**src/rtl/rd_arb_pkg.sv**
```systemverilog
// Shared constants and types for the DDR read-burst arbiter.
package rd_arb_pkg;
  localparam int BURST_LEN = 16;
  localparam int OUTST_MAX = 4;

  typedef enum logic {ST_IDLE, ST_CMD} state_t;

  localparam int ERR_NO_TAG = 0;
  localparam int ERR_LAST   = 1;
endpackage

```
**src/rtl/rd_tag_queue.sv**
```systemverilog
// Small FIFO of channel tags, one per burst in flight, in DDR issue order.
module rd_tag_queue
  import rd_arb_pkg::*;
#(
  parameter int DEPTH = OUTST_MAX,
  parameter int TAG_W = 2
) (
  input  logic             clk,
  input  logic             rst_n,
  input  logic             push,
  input  logic [TAG_W-1:0] push_tag,
  input  logic             pop,
  output logic [TAG_W-1:0] head,
  output logic             empty,
  output logic             full
);
  localparam int PW = (DEPTH > 1) ? $clog2(DEPTH) : 1;
  localparam int NW = $clog2(DEPTH + 1);

  logic [DEPTH-1:0][TAG_W-1:0] mem;
  logic [PW-1:0] wptr, rptr;
  logic [NW-1:0] count;
  logic          do_push, do_pop;

  function automatic logic [PW-1:0] nxt(input logic [PW-1:0] p);
    return (p == PW'(DEPTH - 1)) ? '0 : p + 1'b1;
  endfunction

  assign do_pop  = pop & ~empty;
  assign do_push = push & (~full | do_pop);
  assign head    = mem[rptr];
  assign empty   = (count == '0);
  assign full    = (count == NW'(DEPTH));

  always_ff @(posedge clk or negedge rst_n) begin
    if (!rst_n) begin
      mem   <= '0;
      wptr  <= '0;
      rptr  <= '0;
      count <= '0;
    end else begin
      if (do_push) begin
        mem[wptr] <= push_tag;
        wptr      <= nxt(wptr);
      end
      if (do_pop) rptr <= nxt(rptr);
      case ({do_push, do_pop})
        2'b10:   count <= count + 1'b1;
        2'b01:   count <= count - 1'b1;
        default: count <= count;
      endcase
    end
  end
endmodule

```
**src/rtl/rd_burst_arbiter.sv**
```systemverilog
// Round-robin, credit-gated read-burst scheduler sharing one DDR read port
// among NUM_CH prefetch FIFOs; returning beats are steered by an issue-order tag queue.
module rd_burst_arbiter #(
  parameter int NUM_CH     = 3,
  parameter int ADDR_W     = 28,
  parameter int DATA_W     = 16,
  parameter int FIFO_DEPTH = 512,
  parameter int BURST_LEN  = rd_arb_pkg::BURST_LEN,
  parameter int OUTST_MAX  = rd_arb_pkg::OUTST_MAX
) (
  input  logic                          clk,
  input  logic                          rst_n,
  input  logic [NUM_CH-1:0]             ch_req,
  input  logic [NUM_CH-1:0][ADDR_W-1:0] ch_addr,
  output logic [NUM_CH-1:0]             ch_ack,
  input  logic [NUM_CH-1:0]             ch_pop,
  output logic                          ar_valid,
  input  logic                          ar_ready,
  output logic [ADDR_W-1:0]             ar_addr,
  output logic [7:0]                    ar_len,
  input  logic                          r_valid,
  input  logic                          r_last,
  input  logic [DATA_W-1:0]             r_data,
  output logic                          r_ready,
  output logic [NUM_CH-1:0]             fifo_wr_en,
  output logic [DATA_W-1:0]             fifo_wr_data,
  output logic [1:0]                    err
);
  import rd_arb_pkg::*;

  localparam int CW = $clog2(FIFO_DEPTH) + 1;
  localparam int TW = (NUM_CH > 1) ? $clog2(NUM_CH) : 1;
  localparam int BW = (BURST_LEN > 1) ? $clog2(BURST_LEN) : 1;

  state_t                    state, state_nx;
  logic [NUM_CH-1:0][CW-1:0] credit, credit_nx;
  logic [NUM_CH-1:0]         elig;
  logic [TW-1:0]             rr_ptr, grant, pick, idx;
  logic                      pick_vld, hs;
  logic [CW:0]               sum;
  logic [TW-1:0]             q_head;
  logic                      q_empty, q_full;
  logic                      beat_ok, tag_pop;
  logic [BW-1:0]             beat_cnt;

  assign ar_len   = 8'(BURST_LEN - 1);
  assign r_ready  = 1'b1;
  assign ar_valid = (state == ST_CMD);
  assign hs       = ar_valid & ar_ready;
  assign beat_ok  = r_valid & ~q_empty;
  assign tag_pop  = beat_ok & r_last;

  // A channel acked this cycle still shows its old request; keep it out of arbitration.
  always_comb begin
    credit_nx = credit;
    elig      = '0;
    sum       = '0;
    for (int c = 0; c < NUM_CH; c++) begin
      sum = {1'b0, credit[c]} + (CW+1)'(ch_pop[c]);
      if (hs && grant == TW'(c)) sum = sum - (CW+1)'(BURST_LEN);
      credit_nx[c] = (sum > (CW+1)'(FIFO_DEPTH)) ? CW'(FIFO_DEPTH) : sum[CW-1:0];
      elig[c]      = ch_req[c] & ~ch_ack[c] & (credit[c] >= CW'(BURST_LEN));
    end
  end

  always_comb begin
    pick     = '0;
    pick_vld = 1'b0;
    idx      = '0;
    for (int i = 1; i <= NUM_CH; i++) begin
      idx = TW'((int'(rr_ptr) + i) % NUM_CH);
      if (!pick_vld && elig[idx]) begin
        pick_vld = 1'b1;
        pick     = idx;
      end
    end
  end

  always_comb begin
    state_nx = state;
    case (state)
      ST_IDLE: if (pick_vld && !q_full) state_nx = ST_CMD;
      ST_CMD:  if (ar_ready) state_nx = ST_IDLE;
      default: state_nx = ST_IDLE;
    endcase
  end

  always_ff @(posedge clk or negedge rst_n) begin
    if (!rst_n) state <= ST_IDLE;
    else        state <= state_nx;
  end

  always_ff @(posedge clk or negedge rst_n) begin
    if (!rst_n) begin
      credit  <= {NUM_CH{CW'(FIFO_DEPTH)}};
      ar_addr <= '0;
      grant   <= '0;
      rr_ptr  <= TW'(NUM_CH - 1);
      ch_ack  <= '0;
    end else begin
      credit <= credit_nx;
      ch_ack <= NUM_CH'(hs) << grant;
      if (state == ST_IDLE && state_nx == ST_CMD) begin
        grant   <= pick;
        ar_addr <= ch_addr[pick];
      end
      if (hs) rr_ptr <= grant;
    end
  end

  always_ff @(posedge clk or negedge rst_n) begin
    if (!rst_n) begin
      fifo_wr_en   <= '0;
      fifo_wr_data <= '0;
      beat_cnt     <= '0;
      err          <= '0;
    end else begin
      fifo_wr_en <= NUM_CH'(beat_ok) << q_head;
      if (beat_ok) begin
        fifo_wr_data <= r_data;
        if (r_last) begin
          beat_cnt <= '0;
          if (beat_cnt != BW'(BURST_LEN - 1)) err[ERR_LAST] <= 1'b1;
        end else begin
          beat_cnt <= beat_cnt + 1'b1;
        end
      end
      if (r_valid && q_empty) err[ERR_NO_TAG] <= 1'b1;
    end
  end

  rd_tag_queue #(.DEPTH(OUTST_MAX), .TAG_W(TW)) u_tagq (
    .clk      (clk),
    .rst_n    (rst_n),
    .push     (hs),
    .push_tag (grant),
    .pop      (tag_pop),
    .head     (q_head),
    .empty    (q_empty),
    .full     (q_full)
  );
endmodule

```
**config.mk**
```make
export PLATFORM = sky130hd
export DESIGN_NAME = rd_burst_arbiter
export DESIGN_NICKNAME = d
export VERILOG_FILES = /design/src/rtl/rd_arb_pkg.sv /design/src/rtl/rd_tag_queue.sv /design/src/rtl/rd_burst_arbiter.sv
export SDC_FILE = /design/constraint.sdc
export NUM_CORES = 1
export LEC_CHECK = 0
export BUFFER_PORTS_ARGS = -buffer_cell sky130_fd_sc_hd__buf_2
export CAP_MARGIN = 15
export CORE_MARGIN = 2
export CORE_UTILIZATION = 53
export DETAILED_ROUTE_END_ITERATION = 6
export GPL_TIMING_DRIVEN = 0
export HOLD_SLACK_MARGIN = 0.12
export PLACE_DENSITY = 0.86
export SLEW_MARGIN = 5
export SYNTH_ARGS = -nofsm -noshare
export SYNTH_HDL_FRONTEND = slang
export SYNTH_HIERARCHICAL = 1
export SYNTH_SLANG_ARGS = --single-unit
```
**constraint.sdc**
```tcl
create_clock -name clk -period 3.8 [get_ports clk]
set_clock_uncertainty 0.15 [all_clocks]
set_input_delay 0.38 -clock clk [delete_from_list [all_inputs] [get_ports clk]]
set_output_delay 0.38 -clock clk [all_outputs]
set_load 0.02 [all_outputs]
```
==> impl_metrics.toml, run 1 <==
[timing]
layout_setup_ws_ns = 0.329
post_layout_minimum_cycle_time_ns = 3.47
clock.fmax_ghz = 0.288
final_setup_viols = 0
grt_setup_unrepaired = "no"
timing.max_slew.rel_slack_pct = 63.0
slew_violations = 0
tightestPinTransition_ns = 0.555
timing.final.crit_share_pct = 91.4
setup_total_negative_slack_ns = 0
report.final.hold_viol_count = 0

[finish]
final_layout_size_suffix_gt1_share_pct = 32.4
num-nets-final = 1008
num_antenna_cells = 0
areaGrowthSynthToFinish_pct = 24.9

[synthesis]
synth.lib_cells_used.distinct = 81
synth_simple_gate_area_share_pct = 21.6
synth-compound-area-share_pct = 17.4
synthesis.yosys.warnings = 6
yosys.area_share.adder_pct = 4.01
synth.area.top_cells = "sky130_fd_sc_hd__dfrtp_1, sky130_fd_sc_hd__nand2_1, sky130_fd_sc_hd__o31ai_2"
yosysSeqAreaShare_pct = 41.8
synth_common_cells = "sky130_fd_sc_hd__nand2_1, sky130_fd_sc_hd__dfrtp_1, sky130_fd_sc_hd__nor2_1"
yosysMostFrequentCell = "sky130_fd_sc_hd__nand2_1"
syn-mean-instance-area_um2 = 9.40
synth_top_family_by_area = "simple AND/OR/NAND/NOR gates"
asyncSetResetFlopFracSynth_pct = 100
synth.area.mux_share_pct = 3.68
ys_seq_elements = 106
post_synth_xor_area_fraction_pct = 5.77
netlist_area_um2 = 6360
yosys_most_used_dff = "sky130_fd_sc_hd__dfrtp_1"
synth_edf_count = 0
yosysTopAreaCellShare_pct = 40.1
synth_largest_area_cell = "sky130_fd_sc_hd__dfrtp_1"
netlist_instances = 676

[setup_path]
required_ns = 3.89
timing.reg2reg.worst_path_depth = 13
path_max_fanout = 7
crit_start = "credit[10]"
arr_time_crit_path_ns = 3.57
timing.reg2reg.setup_slack_ns = 0.33
timing.setup.critical_path_class = "flip-flop to flip-flop"
timing.critical_path.to_type = "flip-flop"
rr_endpoint = "credit[10]"
cp-start-kind = "flip-flop"
r2r_start = "credit[10]"

[floorplanning]
io-pin-count = 173
rows = 40
die_height_um = 114
starting_density_of_the_core_pct = 53.6
die_extent_in_x_um = 114
core_um2 = 11900
die_area_um2 = 12900

[power]
p_switching_mw = 3.10
switching_share_pct = 46.1
irDropWorstVdd_uv = 757
power.share.clock_pct = 14.4
share_of_power_burned_in_registers_pct = 29.2
power_mw = 6.73
p_leak_nw = 3.85
internal_power_mw = 3.63
pwr-share-comb_pct = 56.4
powerDensity_nw_per_um2 = 848

[placement]
dp.final_hpwl_mm = 10.9
placer_s_final_routability_congestion_estimate = 0.886
io_buffer_count = 163
dp_slack_ns = 0.165

[worst_hold_path]
min-delay-start = "ch_addr[26]"
hold-path-endpoint = "ar_addr[26]"
number_of_instances_on_the_worst_hold_path = 3
hold_path_class = "primary input to flip-flop"

[clocking]
cts.htree.levels = 3
cts_root_buf = "sky130_fd_sc_hd__clkbuf_16"
worstSkewPairLatency_ns = 0.36
clock_tree_from_tritoncts = "done"
tritoncts_num_sinks = 106
clock_tree.buffer_depth = 2
clk_transition_reported_paths_ns = 0.08
post_cts.repair.setup_buffers = 0
cts_buffers = 9

[global_routing]
gr-usage-all-layers_pct = 23.9
grt_pass1_vias = 5572
globalRouteOverflowTotal = 0
antenna_violations_before_repair = 0
grt_first_pass_wirelength_mm = 25.0
grt_max_degree = 66

[routing]
via_per_inst = 5.48
drt-wirelength-per-cell_um = 14.9
wirelength_mm = 15.3
antenna_violating_nets_post_route = 0
vias = 5646
drt_pass1_iterations = 5
remaining_drc_errors = 0
drtIter0Drc = 378

[run]
drv_cap = 0

[outcome]
run_status = "completed"
[layout make-up]
| class | instances | area [um2] |
|---|---|---|
| Clock buffer | 9 | 225 |
| Sequential cell | 106 | 2660 |
| Tap cell | 147 | 184 |
| Timing Repair Buffer | 184 | 1050 |
| Fill cell | 916 | 3920 |
| Inverter | 18 | 68.8 |
| Buffer | 48 | 285 |
| Clock inverter | 7 | 93.8 |
| Multi-Input combinational cell | 511 | 3380 |
[how the worst max path moves through the flow]
| stage | end |
|---|---|
| final | credit[10] |
| after detailed placement | credit[10] |
| after CTS | credit[10] |
| after global routing | credit[10] |
| after floorplan | credit[14] |
| after global placement | credit[10] |
[cell families after synthesis]
logic type | after synthesis
multiplexers | 19
other | 2
XOR/XNOR | 41
AND/OR/NAND/NOR | 287
adder cells (fa/ha/maj) | 20
buffers and inverters | 66
AO/OA/AOI/OAI | 135
flip-flops | 106
[per-stage QoR]
step	std cells	hold WS, ns	cell area, um2	utilization [%]
after global routing	1030	0.178	7940	66.9
after CTS	1030	0.166	7930	66.9
final	1030	0.172	7940	66.9
after floorplan	683	-0.0656	6380	-
after detailed placement	994	0.265	7410	62.5
after global placement	993	0.287	7380	62.2
[layer usage]
metal  vias up  part of all wire [%]  global-route usage (%)
li1       2766                     -                       -
met3        19                   4.4                    3.51
met4         0                   1.6                    8.54
met2       170                    51                    43.0
met5         -                     0                       0
met1      2691                    43                    29.3
[state kept, by name (all words and copies together), names as in the netlist, 2 cells and up]
name	cells
credit	30
ar_addr	28
fifo_wr_data	16
u_tagq/mem	8
beat_cnt	4
ch_ack	3
fifo_wr_en	3
u_tagq/count	3
err	2
grant	2
rr_ptr	2
u_tagq/rptr	2
u_tagq/wptr	2
[what timing repair did]
action,in CTS,in global routing
hold buffers,20,0
gates resized for setup,0,1
endpoints found under the setup margin,0,5
hold endpoints to repair,60,0
[critical path: stages (launching register included)]
cell and delay, ns:
sky130_fd_sc_hd__dfrtp_1 0.37, sky130_fd_sc_hd__ha_1 0.26, sky130_fd_sc_hd__ha_1 0.20, sky130_fd_sc_hd__clkbuf_2 0.15, sky130_fd_sc_hd__and3_1 0.25, sky130_fd_sc_hd__xnor2_1 0.33, sky130_fd_sc_hd__ha_1 0.27, sky130_fd_sc_hd__and2_1 0.17
sky130_fd_sc_hd__o311a_1 0.20, sky130_fd_sc_hd__and3_1 0.17, sky130_fd_sc_hd__o21ai_1 0.10, sky130_fd_sc_hd__a211oi_4 0.42, sky130_fd_sc_hd__o31a_2 0.28, sky130_fd_sc_hd__nor2b_1 0.06
[power by group through the flow]
| stage | logic, mW | clock network (mW) | registers, mW |
|---|---|---|---|
| after global placement | 3.64 | 0 | 1.95 |
| after CTS | 3.79 | 0.986 | 1.96 |
| after floorplan | 2.57 | 0 | 2.21 |
| after global routing | 4.18 | 1.03 | 2.03 |
| final | 3.80 | 0.967 | 1.97 |
| after detailed placement | 3.74 | 0 | 1.97 |
[placed cells by master, fill, tap and decap left out, drive strengths merged, types with 6 or more instances in the layout]
cell type    Yosys  final
mux2            15     15
a31oi            6      6
nand2b           9      9
a21oi           10     10
o31ai           30     30
and3            11     11
xor2            14     14
ha              18     18
o22ai           29     29
nand3           12     12
clkbuf          11     20
nand4           11     11
nor2            73     73
nor4             7      7
buf             37    201
dlygate4sd3      0     20
nand2          119    119
inv             17     20
and2             9      9
dfrtp          102    102
nor3            11     11
xnor2           27     27
o21ai           20     20
conb             2      9
No activity file was read; power rests on OpenSTA's default activity.
==> inputs of run 2 (changes only) <==
--- a/config.mk
+++ b/config.mk
@@ -16,5 +16,4 @@
 export SLEW_MARGIN = 5
 export SYNTH_ARGS = -nofsm -noshare
 export SYNTH_HDL_FRONTEND = slang
-export SYNTH_HIERARCHICAL = 1
 export SYNTH_SLANG_ARGS = --single-unit
==> run 2 against run 1 <==
Compared with the run above:
- register-to-register slack improved by 0.27 ns
- largest cell class unchanged
- die area fell by 2.6%
- clock-buffer cell count did not move
- highest routed layer unchanged
==> impl_metrics.toml, run 2 <==
[clocking]
tritoncts_num_sinks = 106
post_cts_resized = 0
worstSkewPairLatency_ns = 0.35
cts_buffers = 9
cts.htree.levels = 3
clock_tree.buffer_depth = 2
clock_tree_from_tritoncts = "done"
clk_transition_reported_paths_ns = 0.07
cts_root_buf = "sky130_fd_sc_hd__clkbuf_16"
post_cts.repair.setup_buffers = 0

[setup_path]
required_ns = 3.90
arr_time_crit_path_ns = 3.30
timing.setup.critical_path_class = "flip-flop to flip-flop"
timing.critical_path.to_type = "flip-flop"
path_max_fanout = 8
cp-start-kind = "flip-flop"

[synthesis]
yosys_most_used_dff = "sky130_fd_sc_hd__dfrtp_1"
syn-mean-instance-area_um2 = 9.40
yosysSeqAreaShare_pct = 43.0
netlist_area_um2 = 6190
asyncSetResetFlopFracSynth_pct = 100
synth_common_cells = "sky130_fd_sc_hd__dfrtp_1, sky130_fd_sc_hd__nand2_1, sky130_fd_sc_hd__nor2_1"
yosysTopAreaCellShare_pct = 41.3
yosysMostFrequentCell = "sky130_fd_sc_hd__dfrtp_1"
synth_edf_count = 0
synth.lib_cells_used.distinct = 66
synth.area.top_cells = "sky130_fd_sc_hd__dfrtp_1, sky130_fd_sc_hd__nand2_1, sky130_fd_sc_hd__a211oi_1"
netlist_instances = 658
synth_largest_area_cell = "sky130_fd_sc_hd__dfrtp_1"
synthesis.yosys.warnings = 0
ys_seq_elements = 106

[timing]
final_setup_viols = 0
setup_total_negative_slack_ns = 0
timing.final.crit_share_pct = 84.1
report.final.hold_viol_count = 0
tightestPinTransition_ns = 0.838
grt_setup_unrepaired = "no"
clock.fmax_ghz = 0.313
layout_setup_ws_ns = 0.603
slew_violations = 0
timing.max_slew.rel_slack_pct = 43.8
post_layout_minimum_cycle_time_ns = 3.20

[routing]
drt_pass1_iterations = 4
vias = 5630
drt-wirelength-per-cell_um = 15.0
drtIter0Drc = 277
remaining_drc_errors = 0
via_per_inst = 5.60
antenna_violating_nets_post_route = 0
wirelength_mm = 15.1

[placement]
dp.final_hpwl_mm = 11.2
placer_s_final_routability_congestion_estimate = 0.861
dp_slack_ns = 0.472
io_buffer_count = 163
placed_area_um2 = 7240

[finish]
largest_register_ff_count = 30
multi_input_comb_area_um2 = 3250
num_antenna_cells = 0
final_cell_mix = "sky130_fd_sc_hd__buf_2, sky130_fd_sc_hd__dfrtp_1, sky130_fd_sc_hd__nand2_1, sky130_fd_sc_hd__nor2_1, sky130_fd_sc_hd__o21ai_0"
filler_cell_count = 957
register_with_the_highest_flop_count = "credit"
layout_top_registers = "credit: 30 flops, ar_addr: 28 flops, fifo_wr_data: 16 flops"
final_design_area_no_fill_um2 = 7690
sequential_cell_area_um2 = 2660
num-nets-final = 988
final_layout_size_suffix_gt1_share_pct = 28.0
areaGrowthSynthToFinish_pct = 24.4
layout.cells.most_common = "sky130_fd_sc_hd__buf_2"

[floorplanning]
core_um2 = 11400
die_height_um = 112
rows = 39
die_extent_in_x_um = 112
io-pin-count = 173
die_area_um2 = 12600
starting_density_of_the_core_pct = 54.2

[power]
p_leak_nw = 3.72
irDropWorstVdd_uv = 521
powerDensity_nw_per_um2 = 767

[outcome]
run_status = "completed"

[worst_hold_path]
hold_path_class = "primary input to flip-flop"

[global_routing]
antenna_violations_before_repair = 0
globalRouteOverflowTotal = 0
grt_first_pass_wirelength_mm = 25.0
gr-usage-all-layers_pct = 24.6
grt_max_degree = 64
grt_pass1_vias = 5372

[run]
drv_cap = 0
[run 2: worst paths after layout]
kind / startpoint / end / slack [ns] / cells past startpoint
setup / recovery: credit[0] / credit[3] / 0.60 / 10
hold / removal: r_last / beat_cnt[3] / 0.13 / 2
setup reg to reg: credit[0] / credit[3] / 0.60 / 10
hold reg to reg: err[1] / err[1] / 0.31 / 1
max in group asynchronous: rst_n / rr_ptr[1] / 2.25 / 3
min in group asynchronous: rst_n / credit[5] / 0.50 / 2
[run 2: worst max-delay path, stage by stage (launching register included)]
cell                       delay (ns)
sky130_fd_sc_hd__dfrtp_1         0.32
sky130_fd_sc_hd__ha_1            0.21
sky130_fd_sc_hd__ha_1            0.30
sky130_fd_sc_hd__nand3_2         0.22
sky130_fd_sc_hd__xor2_1          0.31
sky130_fd_sc_hd__ha_1            0.27
sky130_fd_sc_hd__nand2_1         0.09
sky130_fd_sc_hd__xnor3_1         0.38
sky130_fd_sc_hd__nor4_1          0.24
sky130_fd_sc_hd__nand4_1         0.29
sky130_fd_sc_hd__a211oi_1        0.32
[run 2: what timing repair did]
item	CTS	global route
hold buffers	18	0
endpoints found under the setup margin	0	0
hold endpoints to repair	77	0
[run 2: routing by layer]
layer	wire, um	GRT usage, %	up-vias
li1	-	-	2760
met1	6360	31.3	2633
met2	7240	41.1	199
met3	914	3.83	38
met4	569	12.4	0
met5	0	0	-
[run 2: cell type report]
| type | instances | area share, % |
|---|---|---|
| Inverter | 23 | 1.12 |
| Timing Repair Buffer | 182 | 13.3 |
| Buffer | 45 | 2.89 |
| Clock buffer | 9 | 2.93 |
| Multi-Input combinational cell | 491 | 42.2 |
| Tap cell | 143 | 2.33 |
| Sequential cell | 106 | 34.5 |
| Clock inverter | 7 | 0.667 |
[run 2: kinds of logic (layout without fill, tap and decap cells)]
group / count (synthesis) / count (layout) / share of synthesized area (%)
AND/OR/NAND/NOR: 247 / 247 / 20.3
AO/OA/AOI/OAI: 160 / 160 / 18.0
flip-flops: 106 / 106 / 43.0
buffers and inverters: 68 / 266 / 5.00
XOR/XNOR: 35 / 35 / 5.54
multiplexers: 21 / 21 / 4.09
adder cells (fa/ha/maj): 19 / 19 / 3.96
other: 2 / 9 / 0.121
[run 2: stage by stage]
step | util, % | power (mW) | cells | hold WS, ns
2_1_floorplan | - | 4.11 | 665 | -0.0656
3_3_place_gp | 63.1 | 4.92 | 971 | 0.285
3_5_place_dp | 63.4 | 5.02 | 972 | 0.294
4_1_cts | 67.4 | 5.92 | 1006 | 0.121
5_1_grt | 67.4 | 6.37 | 1006 | 0.148
6_report | 67.4 | 5.90 | 1006 | 0.127
[run 2: where the power goes]
group,switching (mW),internal (mW),leakage (nW)
registers,0.331,1.59,1.35
logic,1.90,1.20,2.24
clock network,0.435,0.449,0.133
total,2.67,3.24,3.72
==> inputs of run 3 (changes only) <==
==> constraint.sdc (replaced) <==
create_clock -name clk -period 3 [get_ports clk]
set_clock_uncertainty 0.15 [all_clocks]
set_input_delay 0.3 -clock clk [delete_from_list [all_inputs] [get_ports clk]]
set_output_delay 0.3 -clock clk [all_outputs]
set_load 0.02 [all_outputs]
==> run 3 against run 2 <==
Compared with the run above:
- clock-buffer cell count is the same
- flip-flop and latch count stayed put
- clock power grew 27%
- worst hold slack worse by 0.0032 ns
- wire length grew 5.9%
- register-to-register slack worse by 0.46 ns
- via count grew 3.7%
- sequential power increased by 27%
- worst setup slack got worse by 0.46 ns
- first-iteration DRC count down 6.5%
- maximum frequency increased by 12%
- non-clock buffer count grew 30
==> impl_metrics.toml, run 3 (same netlist as run 2, synthesis figures left out) <==
[power]
irDropWorstVdd_uv = 648
switching_share_pct = 45.2
share_of_power_burned_in_registers_pct = 31.9
power.share.clock_pct = 14.6
p_switching_mw = 3.46
internal_power_mw = 4.20
pwr-share-comb_pct = 53.4
power_mw = 7.66
p_leak_nw = 3.86
powerDensity_nw_per_um2 = 946

[setup_path]
path_max_fanout = 8
timing.reg2reg.worst_path_depth = 11
r2r_start = "credit[0]"
timing.critical_path.to_type = "flip-flop"
crit_path_cell_trace = "ha_2 > ha_4 > nand3_4 > xor2_2 > ha_2 > o311ai_4 > nor4b_4 > xnor2_1 > nand4_1 > buf_4 > a211oi_1"
arr_time_crit_path_ns = 2.96
critical_path_buf_inv_count = 1
slowest_cp_cell = "sky130_fd_sc_hd__dfrtp_1"
required_ns = 3.10
cpLargestDelayFamily = "adder cells"
cp-start-kind = "flip-flop"
critPathMostFrequentCell = "sky130_fd_sc_hd__ha_2"
max_stage_delay_ns = 0.33
crit_start = "credit[0]"
number_of_cells_on_the_critical_path = 11
timing.setup.critical_path_class = "flip-flop to flip-flop"

[clocking]
tritoncts_num_sinks = 106
clk_transition_reported_paths_ns = 0.08
cts.htree.levels = 3
clock_tree.buffer_depth = 2
cts_root_buf = "sky130_fd_sc_hd__clkbuf_16"
worstSkewPairLatency_ns = 0.35
cts_buffers = 9
clock_tree_from_tritoncts = "done"

[global_routing]
grt_pass1_vias = 5579
globalRouteOverflowTotal = 0
antenna_violations_before_repair = 0
grt_first_pass_wirelength_mm = 25.9
gr-usage-all-layers_pct = 25.5
grt_max_degree = 64

[routing]
vias = 5840
via_per_inst = 5.64
remaining_drc_errors = 0
antenna_violating_nets_post_route = 0
wirelength_mm = 16.0
drt_pass1_iterations = 5
drt-wirelength-per-cell_um = 15.4
drtIter0Drc = 259

[finish]
multi_input_comb_area_um2 = 3360
final_cell_mix = "sky130_fd_sc_hd__buf_2, sky130_fd_sc_hd__dfrtp_1, sky130_fd_sc_hd__nand2_1, sky130_fd_sc_hd__nor2_1, sky130_fd_sc_hd__o21ai_0"
sequential_cell_area_um2 = 2660
areaGrowthSynthToFinish_pct = 30.9
layout_top_registers = "credit: 30 flops, ar_addr: 28 flops, fifo_wr_data: 16 flops"
filler_cell_count = 880
final_layout_size_suffix_gt1_share_pct = 29.6
num_antenna_cells = 0
layout.cells.most_common = "sky130_fd_sc_hd__buf_2"
final-instance-count-excl-fill = 1036
num-nets-final = 1018
register_with_the_highest_flop_count = "credit"
largest_register_ff_count = 30

[timing]
tightestPinTransition_ns = 0.808
layout_setup_ws_ns = 0.143
final_setup_viols = 0
clock.fmax_ghz = 0.350
worst_hold_slack_after_final_layout_ns = 0.124
timing.final.crit_share_pct = 95.2
slew_violations = 0
report.final.hold_viol_count = 0
post_layout_minimum_cycle_time_ns = 2.86
timing.max_slew.rel_slack_pct = 46.1
setup_total_negative_slack_ns = 0

[placement]
dp.final_hpwl_mm = 11.2
io_buffer_count = 163
dpl.cell_count = 972
placer_s_final_routability_congestion_estimate = 0.861
dp_slack_ns = -0.248

[run]
drv_cap = 0

[floorplanning]
io-pin-count = 173
die_area_um2 = 12600
rows = 39
core_um2 = 11400
die_height_um = 112
starting_density_of_the_core_pct = 54.2
die_extent_in_x_um = 112

[worst_hold_path]
min-delay-start = "ch_addr[82]"
hold_path_class = "primary input to flip-flop"
number_of_instances_on_the_worst_hold_path = 3

[outcome]
run_status = "completed"
[run 3: path summary, 6_finish.rpt]
path	end	slack, ns
max reg2reg	credit[3]	0.14
min in group asynchronous	credit[5]	0.43
max in group asynchronous	rr_ptr[1]	1.52
min reg2reg	err[1]	0.31
max	credit[3]	0.14
min	ar_addr[26]	0.12
[run 3: power groups by stage]
stage / combinational (mW) / clock [mW] / sequential, mW
after floorplan: 2.47 / 0 / 2.74
after global placement: 3.80 / 0 / 2.43
after detailed placement: 3.90 / 0 / 2.45
after CTS: 3.98 / 1.14 / 2.44
after global routing: 4.53 / 1.19 / 2.52
final: 4.09 / 1.12 / 2.44
[run 3: metal layers]
layer | global-route usage (%) | up-vias | wire [um]
met5 | 0 | - | 0
met4 | 14.2 | 0 | 733
met3 | 3.83 | 54 | 1070
met2 | 42.4 | 269 | 7720
met1 | 32.0 | 2697 | 6450
li1 | - | 2820 | -
[run 3: cell type report]
type,instances,share of cell area [%]
well taps,143,2.21
clock buffers,9,2.78
inverters,23,1.07
multi-input cells,491,41.5
plain buffers,44,2.72
repair buffers,213,16.3
flip-flops and latches,106,32.8
clock inverters,7,0.633
[run 3: what timing repair did]
item                                    in CTS  in global routing
hold endpoints to repair                   102                  0
resized for setup                            3                 20
hold buffers                                42                  0
setup buffers                                1                  6
pin swaps                                    1                  3
endpoints found under the setup margin      11                 26
[run 3: metrics by stage]
stage / utilization [%] / instance area (um2)
after floorplan: - / 6210
after global placement: 63.1 / 7210
after detailed placement: 63.4 / 7240
after CTS: 69.7 / 7960
after global routing: 70.9 / 8100
final: 70.9 / 8100
[run 3: worst reg2reg max path: cells and delay by family, from the launching register on]
family	cells	cell delay, ns
buffers and inverters	1	0.19
adders and majority gates	3	0.67
AOI/OAI and AO/OA	2	0.35
xor gates and xnor gates	2	0.49
DFF	1	0.33
and+or+nand+nor	3	0.58
